<file path="config.mk">
export PLATFORM = sky130hd
export DESIGN_NAME = uart_tx_sched
export DESIGN_NICKNAME = d
export VERILOG_FILES = /design/src/rtl/uart_sched_defs.sv /design/src/rtl/byte_fifo.sv /design/src/rtl/uart_tx_sched.sv
export SDC_FILE = /design/constraint.sdc
export NUM_CORES = 1
export LEC_CHECK = 0
export BUFFER_PORTS_ARGS = -buffer_cell sky130_fd_sc_hd__buf_4
export CAP_MARGIN = 5
export CORE_ASPECT_RATIO = 1.75
export CORE_MARGIN = 3
export CORE_UTILIZATION = 50
export DETAILED_ROUTE_END_ITERATION = 7
export PLACE_DENSITY = 0.81
export SLEW_MARGIN = 20
export SYNTH_ARGS = -nofsm -noshare
export SYNTH_HDL_FRONTEND = slang
export SYNTH_SLANG_ARGS = --single-unit
export TNS_END_PERCENT = 1
</file>
<file path="constraint.sdc">
create_clock -name clk -period 2.35 [get_ports clk]
set_input_delay 0 -clock clk [delete_from_list [all_inputs] [get_ports clk]]
set_output_delay 0 -clock clk [all_outputs]
set_load 0.03 [all_outputs]
</file>
<file path="src/rtl/uart_sched_defs.sv">
// Shared definitions for the UART transmit scheduler and the MMU.
package uart_sched_defs;

  typedef enum logic [1:0] {
    ST_IDLE      = 2'd0,
    ST_LAUNCH    = 2'd1,
    ST_WAIT_RISE = 2'd2,
    ST_WAIT_FALL = 2'd3
  } sched_state_e;

  localparam int STAT_TX_IDLE    = 0;
  localparam int STAT_FIFO_EMPTY = 1;
  localparam int STAT_FIFO_FULL  = 2;
  localparam int STAT_OVERFLOW   = 3;
  localparam int STAT_TIMEOUT    = 4;

  localparam logic [31:0] UART_DATA_ADDR   = 32'h0000_4000;
  localparam logic [31:0] UART_STATUS_ADDR = 32'h0000_4004;

  // Assemble the software-visible status word; unused bits read as zero.
  function automatic logic [31:0] pack_status(input logic tx_idle,
                                              input logic fifo_empty,
                                              input logic fifo_full,
                                              input logic overflow,
                                              input logic timeout);
    logic [31:0] s;
    s                  = 32'h0;
    s[STAT_TX_IDLE]    = tx_idle;
    s[STAT_FIFO_EMPTY] = fifo_empty;
    s[STAT_FIFO_FULL]  = fifo_full;
    s[STAT_OVERFLOW]   = overflow;
    s[STAT_TIMEOUT]    = timeout;
    return s;
  endfunction

endpackage

</file>
<file path="src/rtl/byte_fifo.sv">
// Synchronous DEPTH x 8 FIFO. Push while full is ignored unless a pop
// happens in the same cycle; pop while empty is ignored.
module byte_fifo #(
  parameter int DEPTH = 16
) (
  input  logic                     clk,
  input  logic                     rst,
  input  logic                     push,
  input  logic [7:0]               push_data,
  input  logic                     pop,
  output logic [7:0]               head,
  output logic [$clog2(DEPTH):0]   count,
  output logic                     full,
  output logic                     empty
);

  localparam int AW = $clog2(DEPTH);
  localparam int CW = AW + 1;

  logic [7:0]    mem_q [DEPTH];
  logic [AW-1:0] wr_ptr_q, wr_ptr_d;
  logic [AW-1:0] rd_ptr_q, rd_ptr_d;
  logic [CW-1:0] count_q, count_d;
  logic          push_ok, pop_ok;

  assign full  = (count_q == CW'(DEPTH));
  assign empty = (count_q == '0);
  assign count = count_q;
  assign head  = mem_q[rd_ptr_q];

  // Gate requests against occupancy and compute the next pointers/count.
  always_comb begin
    pop_ok   = pop && !empty;
    push_ok  = push && (!full || pop_ok);
    wr_ptr_d = wr_ptr_q;
    rd_ptr_d = rd_ptr_q;
    count_d  = count_q;
    if (push_ok) wr_ptr_d = wr_ptr_q + AW'(1);
    if (pop_ok)  rd_ptr_d = rd_ptr_q + AW'(1);
    count_d = count_q + CW'(push_ok) - CW'(pop_ok);
  end

  // Storage array; contents are meaningless while empty, so no reset.
  always_ff @(posedge clk) begin
    if (push_ok) mem_q[wr_ptr_q] <= push_data;
  end

  // Pointer and occupancy registers.
  always_ff @(posedge clk or posedge rst) begin
    if (rst) begin
      wr_ptr_q <= '0;
      rd_ptr_q <= '0;
      count_q  <= '0;
    end else begin
      wr_ptr_q <= wr_ptr_d;
      rd_ptr_q <= rd_ptr_d;
      count_q  <= count_d;
    end
  end

endmodule

</file>
<file path="src/rtl/uart_tx_sched.sv">
// Queues CPU bytes and launches them into uart_tx one at a time, with a
// watchdog on the busy handshake and sticky overflow/timeout flags.
module uart_tx_sched
  import uart_sched_defs::*;
#(
  parameter int DEPTH        = 16,
  parameter int BUSY_TIMEOUT = 64
) (
  input  logic                     clk,
  input  logic                     rst,
  input  logic                     cpu_write,
  input  logic [7:0]               cpu_data,
  input  logic                     status_clr,
  input  logic                     uart_busy,
  output logic                     uart_write_en,
  output logic [7:0]               uart_data,
  output logic [$clog2(DEPTH):0]   fifo_count,
  output logic [31:0]              status
);

  localparam int TW = (BUSY_TIMEOUT > 1) ? $clog2(BUSY_TIMEOUT) : 1;

  sched_state_e  state_q, state_d;
  logic [TW-1:0] tmo_cnt_q, tmo_cnt_d;
  logic          uart_write_en_q, uart_write_en_d;
  logic [7:0]    uart_data_q, uart_data_d;
  logic          overflow_q, overflow_d;
  logic          timeout_q, timeout_d;

  logic          pop;
  logic          tmo_set;
  logic          ovf_set;
  logic [7:0]    fifo_head;
  logic          fifo_full;
  logic          fifo_empty;
  logic          tx_idle;

  byte_fifo #(.DEPTH(DEPTH)) u_fifo (
    .clk       (clk),
    .rst       (rst),
    .push      (cpu_write),
    .push_data (cpu_data),
    .pop       (pop),
    .head      (fifo_head),
    .count     (fifo_count),
    .full      (fifo_full),
    .empty     (fifo_empty)
  );

  // Scheduler next-state: launch when data is queued and the core is free.
  always_comb begin
    state_d         = state_q;
    tmo_cnt_d       = tmo_cnt_q;
    uart_write_en_d = 1'b0;
    uart_data_d     = uart_data_q;
    pop             = 1'b0;
    tmo_set         = 1'b0;
    case (state_q)
      ST_IDLE: begin
        if (!fifo_empty && !uart_busy) begin
          state_d         = ST_LAUNCH;
          uart_write_en_d = 1'b1;
          uart_data_d     = fifo_head;
        end
      end
      ST_LAUNCH: begin
        pop       = 1'b1;
        tmo_cnt_d = '0;
        state_d   = ST_WAIT_RISE;
      end
      ST_WAIT_RISE: begin
        if (uart_busy) begin
          state_d = ST_WAIT_FALL;
        end else if (tmo_cnt_q == TW'(BUSY_TIMEOUT - 1)) begin
          tmo_set = 1'b1;
          state_d = ST_IDLE;
        end else begin
          tmo_cnt_d = tmo_cnt_q + TW'(1);
        end
      end
      ST_WAIT_FALL: begin
        if (!uart_busy) state_d = ST_IDLE;
      end
      default: state_d = ST_IDLE;
    endcase
  end

  // Sticky flags: a set event in the same cycle as status_clr wins.
  always_comb begin
    ovf_set    = cpu_write && fifo_full && !pop;
    overflow_d = overflow_q;
    timeout_d  = timeout_q;
    if (status_clr) begin
      overflow_d = 1'b0;
      timeout_d  = 1'b0;
    end
    if (ovf_set) overflow_d = 1'b1;
    if (tmo_set) timeout_d  = 1'b1;
  end

  // Control and output registers.
  always_ff @(posedge clk or posedge rst) begin
    if (rst) begin
      state_q         <= ST_IDLE;
      tmo_cnt_q       <= '0;
      uart_write_en_q <= 1'b0;
      uart_data_q     <= 8'h00;
      overflow_q      <= 1'b0;
      timeout_q       <= 1'b0;
    end else begin
      state_q         <= state_d;
      tmo_cnt_q       <= tmo_cnt_d;
      uart_write_en_q <= uart_write_en_d;
      uart_data_q     <= uart_data_d;
      overflow_q      <= overflow_d;
      timeout_q       <= timeout_d;
    end
  end

  assign tx_idle       = (state_q == ST_IDLE) && fifo_empty && !uart_busy;
  assign uart_write_en = uart_write_en_q;
  assign uart_data     = uart_data_q;
  assign status        = pack_status(tx_idle, fifo_empty, fifo_full,
                                     overflow_q, timeout_q);

endmodule

</file>
# == Yosys cells after proc, flatten, opt, wreduce, memory -nomap -nowiden ==
# Memories as Yosys holds them, arrays and structs flattened. A register that Yosys moved wholly into a read port is not among the register bits.
# Index checks and enable logic that the tools add are counted.
# classes
addsub,5
n_mul,0
n_div,0
n_lt_le_gt_ge,0
n_eq_ne,10
shifts,0
muxes,19
n_bitwise,0
reduce_logical,20
# ops
operator,n
6-bit two-way mux,2
6-bit one-hot mux with 2 select lines,1
1-bit two-way mux,11
"4-bit by 1-bit adder with 4-bit output, second input constant",2
2-bit two-way mux,4
"2-bit != test, second input constant",4
2-bit one-hot mux with 4 select lines,1
1-bit logical AND,7
"6-bit by 1-bit adder with 6-bit output, second input constant",1
"6-bit equality test, second input constant",1
3-bit AND reduction,2
2-bit nonzero test,3
5-bit by 1-bit adder with 5-bit output,1
"5-bit equality test, second input constant",1
5-bit zero test,1
5-bit by 1-bit subtractor with 5-bit output,1
"2-bit equality test, second input constant",2
1-bit zero test,4
"3-bit != test, second input constant",1
"2-bit by 1-bit equality test with 1-bit output, second input constant",1
2-bit zero test,1
2-bit AND reduction,1
1-bit logical OR,1
# totals
reg_bits,24
latch_bits,0
ramBits,128
mem_bits_ro,0
in_bits,13
output_inout_bits,46
mem_count,1
# memory_table
name,depth,width,rd,rd_clocked_by_memory_dff,write_ports,line,text
u_fifo.mem_q,16,8,1,1,1,byte_fifo.sv:20,logic [7:0] mem_q [DEPTH];

# == Logic depth before layout (Yosys ltp) ==
# Gate-level depths: netlist (run 1).
# logic_depth
ltp_word,7
depth_mapped,13

# == By module ==
# Synthesis (run 1) repeated with hierarchy kept, for this count alone.
# unflattened
hier_cells,433
hier_area_um2,6965.4
# by_module_without_submodules
module,n_inst,cells_each,area_each_um2,seq_area_each_um2
byte_fifo,1,320,5825.6,4169.0
uart_tx_sched,1,113,1139.8,475.5

# == Worst setup path after synthesis (run 1) ==
# Ideal clock, no wire load.
# synth_path
path_kind,reg2reg
from,reg u_fifo.count_q[2] (netlist: u_fifo.count[2])
to,mem u_fifo.mem_q[7][0] (enable)
arrival_time_ps,2337
required_time_ps,1965
path_slack_ps,-372
stages_incl_launch_ff,9
period_less_slack_ps,2722
cell_sequence,dfrtp_1 > inv_1 > ha_1 > and4bb_2 > a21bo_2 > inv_1 > buf_2 > nand2_1 > nor3b_1
# synth_via
elab_cells_between_ends,9
classes_between,1 x eq/ne; 2 x mux; 6 x reduce/logical
# synth_lines
element,line,text
"start, declared",byte_fifo.sv:23,"logic [CW-1:0] count_q, count_d;"
"start signal, assigned",byte_fifo.sv:57,count_q <= count_d;
5-bit equality test,byte_fifo.sv:26,assign full = (count_q == CW'(DEPTH));
net fifo_full,uart_tx_sched.sv:34,logic fifo_full;
1-bit zero test,byte_fifo.sv:34,push_ok = push && (!full || pop_ok);
1-bit logical OR,byte_fifo.sv:34,
1-bit logical AND,byte_fifo.sv:34,
net u_fifo.push_ok,byte_fifo.sv:24,"logic push_ok, pop_ok;"
1-bit two-way mux,byte_fifo.sv:45,if (push_ok) mem_q[wr_ptr_q] <= push_data;
1-bit two-way mux (not written as such),byte_fifo.sv:45,
"end, declared",byte_fifo.sv:20,
# The timed path passes the listed nets, and every way through them passes these cells.

# == Worst setup path after layout (run 1) ==
# layout_path
from,reg u_fifo.count_q[3] (netlist: u_fifo.count[3])
to,reg u_fifo.count_q[4] (netlist: u_fifo.count[4])
# layout_via
elab_chain_len,7
elab_cells_between_ends,9
classes_between,2 x add/sub; 1 x eq/ne; 6 x reduce/logical
# layout_lines
element,line,text
5-bit zero test (*),byte_fifo.sv:27,assign empty = (count_q == '0);
1-bit zero test (*),byte_fifo.sv:33,pop_ok = pop && !empty;
1-bit logical AND (*),byte_fifo.sv:33,
net u_fifo.pop_ok,byte_fifo.sv:24,
1-bit logical OR,byte_fifo.sv:34,
1-bit logical AND,byte_fifo.sv:34,
5-bit by 1-bit adder with 5-bit output,byte_fifo.sv:40,count_d = count_q + CW'(push_ok) - CW'(pop_ok);
5-bit by 1-bit subtractor with 5-bit output (*),byte_fifo.sv:40,
net u_fifo.count_d[4],byte_fifo.sv:23,
# The timed path passes the listed nets; every way through them passes the cells marked *.
# A chain may end at the register's enable or synchronous reset.

==> qor.yml, run 1 <==
run_status:
  status: "finished clean"
finish:
  nets: 489
  fin_util_pct: 60.93
  stdcell_count: 648
  antenna_cells: 0
  design_area_um2: 8197
  fill_cells: 948
  syn2layout_area_growth_pct: 18.40
  layout-drive-gt1-share_pct: 32.70
sta:
  fin_crit_ps: 2235
  timing.final.ws_setup_ps: 114.8
  slew_headroom_pct: 60.89
  setup_viol: 0
  worst_pin_slew_ps: 586.7
  skew_ps: 7.333
  hold_violations: 0
  max_freq_ghz: 0.4474
  finalMaxSlewViolations: 0
  finalCritPeriodShare_pct: 95.11
  rsz0062_at_grt: "no"
critical_path:
  crit_required_ps: 2690
  critPathCaptureType: "flip-flop"
  crit_chain: "inv_2 > ha_4 > nor4b_4 > nor2_2 > ha_1 > inv_2 > ha_4 > inv_2 > fa_2 > inv_2 > a21oi_2 > o21bai_1 > xnor2_1"
  worstPathMaxFanout: 2
  cp_common_cell: "inv_2"
  crit_slowest_cell: "dfrtp_1"
  slowest_delay_ps: 390
  cp-start-kind: "flip-flop"
  critPathKind: "reg -> reg"
  critical_path_arrival_ps: 2580
synth:
  syn_area_um2: 6923
  synth_top_area_cell: "edfxtp_1"
  synthSimpleGateAreaFrac_pct: 4.627
  synth_compound_area_share_pct: 2.151
  synth_xor_area_share_pct: 1.392
  async_flop_share_pct: 20.00
  synth_seq_cells: 160
  syn_inst: 385
  ys_seq_area_share_pct: 67.09
  synth_top_area_share_pct: 55.52
  ys_warn_count: 0
  synthMuxAreaShare_pct: 16.19
  synth_fa_ha_area_share_pct: 2.458
  synth_ff_type: "edfxtp_1"
  synth_edf_count: 128
  ys_types: 45
  synth_area_leaders: "edfxtp_1 (56%), dfrtp_1 (12%), mux4_2 (8.8%)"
  synth_area_per_cell_um2: 17.98
  synth_top_family_by_area: "multiplexers"
power_and_ir_drop:
  leakage_nw: 3.090
  p_per_area_nw_per_um2: 1226
  vdd_drop_max_uv: 544.5
detailed_routing:
  wl_mm: 12.68
  vias_per_cell: 5.432
  wl_per_cell_um: 19.57
  firstDrtPassIters: 4
  drtAntennaViolNets: 0
  initialDrtViolationCount: 212
  drc_errors: 0
  dr_total_vias: 3520
global_routing:
  grt_start_max_net_pins: 33
  grtUsageTotal_pct: 17.90
  grt_pass1_vias: 3675
  grt.overflow.total: 0
  antenna_found_initial: 0
  grt_pass1_wl_mm: 19.91
floorplanning:
  core_area_um2: 13450
  die_x_um: 94.95
  dieArea_um2: 15350
  rows: 56
  pin_count: 59
  die_h_um: 161.7
  initial_core_util_pct: 51.46
clock_tree:
  clock_latency_ps: 420
  cts_tree: "yes"
  clock-sinks: 160
  htreeDepth: 4
  clk_path_buf_depth: 2
  numCtsBuffers: 17
  cts_root_buf: "clkbuf_16"
  cts.clk_slew.worst_paths_ps: 60
hold_path:
  hp-class: "in -> async"
place:
  dp.cells: 598
  place_hpwl_mm: 8.428
  gp_congestion: 0.7480
  io_buffers: 31
  place_ws_ps: -69.84
  place_area_um2: 7432
flow_run:
  drv_cap: 0
[power breakdown]
group	internal [W]	total [W]	switching, W
Combinational	0.00180	0.00357	0.00177
Clock	0.00154	0.00256	0.00102
Sequential	0.00354	0.00392	0.000381
[cell families (layout without fill, tap and decap cells)]
logic type,count (synthesis),in the layout
DFF,160,160
muxes,66,66
buffers and inverters,65,128
and+or+nand+nor,47,47
AOI/OAI and AO/OA,22,22
adders and majority gates,13,13
xor gates and xnor gates,11,11
other,1,27
[area by class of cell]
cell class                 instances  area, µm²  share of cell area (%)
clock buffer                      19      432.9                   5.282
clock inverter                    11      117.6                   1.435
inverter                          16      60.06                  0.7327
multi-input combinational        186       2039                   24.88
sequential                       160       4646                   56.68
tap                              174      217.7                   2.656
timing repair buffer              82      683.2                   8.335
[synthesized netlist by cell type, types with 4 or more instances]
cell type,number
ha_1,12
nor3b_1,4
nor2_1,4
a21o_1,4
mux2_4,8
xnor2_1,8
mux4_2,27
mux2i_1,25
and4_1,5
nand2_1,10
inv_1,16
buf_4,33
buf_2,9
nor4b_1,5
a21oi_1,5
mux4_1,5
edfxtp_1,128
dfrtp_1,32
o21ai_0,4
and3_1,4
[sequential cells by signal (all words and copies together) (netlist names)]
name,count
u_fifo.rd_ptr_q,4
state_q,2
timeout_q,1
uart_write_en,1
u_fifo.count,5
u_fifo.mem_q,128
overflow_q,1
u_fifo.wr_ptr_q,4
uart_data,8
tmo_cnt_q,6
[what timing repair did]
item | CTS | global route
hold endpoints to repair | 165 | 0
setup buffers | 6 | 2
gates resized for setup | 10 | 2
hold buffers | 12 | 0
setup endpoints to repair | 1 | 2
pin swaps | 7 | 5
[path summary, 6_finish.rpt]
path	start	end	slack [ps]	depth (start not counted)
hold reg to reg	tmo_cnt_q[4]	tmo_cnt_q[4]	510	1
hold / removal	rst	overflow_q	250	4
min in group clk	status_clr	overflow_q	350	3
max in group asynchronous	rst	u_fifo.rd_ptr_q[0]	1790	4
setup / recovery	u_fifo.count[3]	u_fifo.count[4]	110	13
setup reg to reg	u_fifo.count[3]	u_fifo.count[4]	110	13
[placed cells by master (no fill, tap or decap), types with 3 or more instances in the layout]
| cell type | count |
|---|---|
| mux4_2 | 27 |
| mux2_4 | 8 |
| dfrtp_1 | 31 |
| mux4_1 | 5 |
| nor3b_2 | 4 |
| clkinvlp_4 | 3 |
| and3_1 | 4 |
| nor2_1 | 3 |
| nand2b_1 | 3 |
| buf_4 | 67 |
| conb_1 | 27 |
| a21oi_1 | 4 |
| dlygate4sd3_1 | 12 |
| edfxtp_1 | 128 |
| buf_12 | 3 |
| and4_1 | 5 |
| xnor2_1 | 8 |
| o21ai_0 | 4 |
| inv_1 | 11 |
| ha_1 | 10 |
| mux2i_1 | 25 |
| nand4_1 | 3 |
| inv_2 | 5 |
| a21o_1 | 4 |
| clkbuf_16 | 17 |
| nand3_1 | 3 |
| xor2_1 | 3 |
| nand2_1 | 10 |
| nor4b_2 | 3 |
[per-layer routing]
layer / GRT usage, % / up-vias / wire (µm) / share of wire [%]
met5: 0 / - / 0 / 0
met4: 7.030 / 0 / 204 / 1.6
met3: 4.495 / 16 / 548 / 4.3
met2: 32.73 / 121 / 7335 / 58
met1: 19.33 / 1794 / 4595 / 36
li1: - / 1589 / - / -
[critical path: cells and delay by family (launching register included)]
| kind | cells | cell delay, ps |
|---|---|---|
| DFF | 1 | 390 |
| buffers and inverters | 4 | 260 |
| and+or+nand+nor | 2 | 290 |
| adders and majority gates | 4 | 890 |
| AOI/OAI and AO/OA | 2 | 200 |
| xor gates and xnor gates | 1 | 130 |
[stage by stage]
| stage | hold WS [ps] | total power (W) | TNS (ps) |
|---|---|---|---|
| 2_1_floorplan | 98.87 | 0.006419 | -12070 |
| 3_3_place_gp | 116.7 | 0.007199 | 0 |
| 3_5_place_dp | 116.7 | 0.007342 | -69.84 |
| 4_1_cts | 233.8 | 0.01009 | -3.531 |
| 5_1_grt | 274.5 | 0.01054 | 0 |
| 6_report | 248.0 | 0.01005 | 0 |
(Power assumes the default switching activity.)
==> run 2: changes to the inputs <==
--- a/config.mk
+++ b/config.mk
@@ -7,11 +7,10 @@
 export LEC_CHECK = 0
 export BUFFER_PORTS_ARGS = -buffer_cell sky130_fd_sc_hd__buf_4
 export CAP_MARGIN = 5
-export CORE_ASPECT_RATIO = 1.75
 export CORE_MARGIN = 3
 export CORE_UTILIZATION = 50
 export DETAILED_ROUTE_END_ITERATION = 7
-export PLACE_DENSITY = 0.81
+export PLACE_DENSITY = 0.79
 export SLEW_MARGIN = 20
 export SYNTH_ARGS = -nofsm -noshare
 export SYNTH_HDL_FRONTEND = slang
==> constraint.sdc (replaced) <==
create_clock -name clk -period 2.7 [get_ports clk]
set_input_delay 0 -clock clk [delete_from_list [all_inputs] [get_ports clk]]
set_output_delay 0 -clock clk [all_outputs]
set_load 0.03 [all_outputs]
==> qor.yml, run 2 (synthesis results as in run 1) <==
run_status:
  status: "finished clean"
power_and_ir_drop:
  leakage_nw: 2.974
  p_per_area_nw_per_um2: 1052
  vdd_drop_max_uv: 552.5
  finalPower_w: 0.008368
clock_tree:
  numCtsBuffers: 17
  clock-sinks: 160
  cts_tree: "yes"
  htreeDepth: 4
  cts.clk_slew.worst_paths_ps: 60
  clk_path_buf_depth: 2
  cts_root_buf: "clkbuf_16"
  postCtsSetupBuffers: 0
  clock_latency_ps: 420
finish:
  final_cell_mix: "edfxtp_1 (128), buf_4 (51), dfrtp_1 (31)"
  nets: 471
  regMostFlops: "u_fifo.mem_q"
  antenna_cells: 0
  syn2layout_area_growth_pct: 14.89
  fin_util_pct: 59.36
  fill_cells: 959
  layout.cells.most_common: "edfxtp_1"
  layout-drive-gt1-share_pct: 27.73
  largest_reg_flops: 128
global_routing:
  grt_start_max_net_pins: 28
  antenna_found_initial: 0
  grt_pass1_vias: 3665
  grt_pass1_wl_mm: 20.66
  grtUsageTotal_pct: 19.00
  grt.overflow.total: 0
critical_path:
  critPathKind: "reg -> reg"
  cp_common_cell: "inv_1"
  crit_required_ps: 3040
  crit_family: "adder cells"
  crit_chain: "inv_1 > ha_1 > nor4b_4 > nor2_1 > ha_1 > inv_1 > ha_1 > inv_1 > fa_1 > inv_1 > a21oi_1 > o21bai_1 > xnor2_1"
  critical_path_arrival_ps: 2880
  path_buf_inv: 4
  cp-start-kind: "flip-flop"
  critPathCaptureType: "flip-flop"
  slowest_delay_ps: 410
  worstPathMaxFanout: 3
  crit_slowest_cell: "dfrtp_1"
detailed_routing:
  drc_errors: 0
  wl_per_cell_um: 20.70
  dr_total_vias: 3479
  vias_per_cell: 5.487
  initialDrtViolationCount: 323
  drtAntennaViolNets: 0
  firstDrtPassIters: 4
  wl_mm: 13.12
place:
  io_buffers: 31
  gp_congestion: 0.8096
  place_hpwl_mm: 8.384
  place_ws_ps: 185.6
sta:
  max_freq_ghz: 0.3936
  timing.final.ws_setup_ps: 159.6
  setup_viol: 0
  skew_ps: 6.421
  fin_crit_ps: 2540
  finalCritPeriodShare_pct: 94.09
  slew_headroom_pct: 41.77
  fin_hold_ws_ps: 210.6
  hold_violations: 0
  finalMaxSlewViolations: 0
  worst_pin_slew_ps: 872.5
floorplanning:
  core_area_um2: 13400
  pin_count: 59
  rows: 42
  dieArea_um2: 15290
  initial_core_util_pct: 51.66
  die_x_um: 123.7
  die_h_um: 123.7
hold_path:
  hp-class: "in -> reg"
flow_run:
  drv_cap: 0
==> run 2: worst paths after layout <==
kind                            startpoint         endpoint  slack, ps  depth (start not counted)
setup / recovery           u_fifo.count[3]  u_fifo.count[4]        160                         13
hold / removal                   cpu_write  u_fifo.count[0]        210                          4
setup reg to reg           u_fifo.count[3]  u_fifo.count[4]        160                         13
hold reg to reg               uart_data[1]     uart_data[1]        510                          1
max in group asynchronous              rst     uart_data[2]       1620                          4
min in group asynchronous              rst       overflow_q        360                          3
==> run 2: routing by layer <==
metal / vias up / wire [µm] / track usage (%) / share of wire [%]
met5: - / 0 / 0 / 0
met4: 0 / 276 / 8.235 / 2.1
met3: 26 / 757 / 4.587 / 5.8
met2: 115 / 6854 / 31.87 / 52
met1: 1783 / 5235 / 23.65 / 40
li1: 1555 / - / - / -
==> run 2: power by group <==
part	internal, W	switching (W)
clock network	0.00116	0.000917
logic	0.00138	0.00146
registers	0.00308	0.000376
==> run 2: per-stage QoR <==
step | instance area (µm²) | TNS [ps] | instances
floorplan | 7025 | -456.7 | 411
global placement | 7317 | 0 | 590
finish | 7954 | 0 | 634
global route | 7954 | -5.402 | 634
CTS | 7945 | 0 | 634
detailed placement | 7317 | 0 | 590
==> run 2: layout make-up <==
type                       count  area, µm²  area share, %
timing repair buffer          64      523.0          6.575
inverter                      16      60.06         0.7551
clock buffer                  20      436.7          5.490
multi-input combinational    186       1997          25.11
clock inverter                12      71.32         0.8966
tap                          176      220.2          2.769
sequential                   160       4646          58.41
==> run 2: repair_timing <==
action	4_1_cts	5_1_grt
resized for setup	0	1
endpoints found under the setup margin	0	1
hold buffers	12	0
endpoints found under the hold margin	153	0
==> run 2: worst min-delay path: cells and delay by family <==
| kind | cells | cell delay (ps) |
|---|---|---|
| compound gates | 1 | 270 |
| buf+inv | 2 | 190 |
| fa+ha+maj | 1 | 130 |
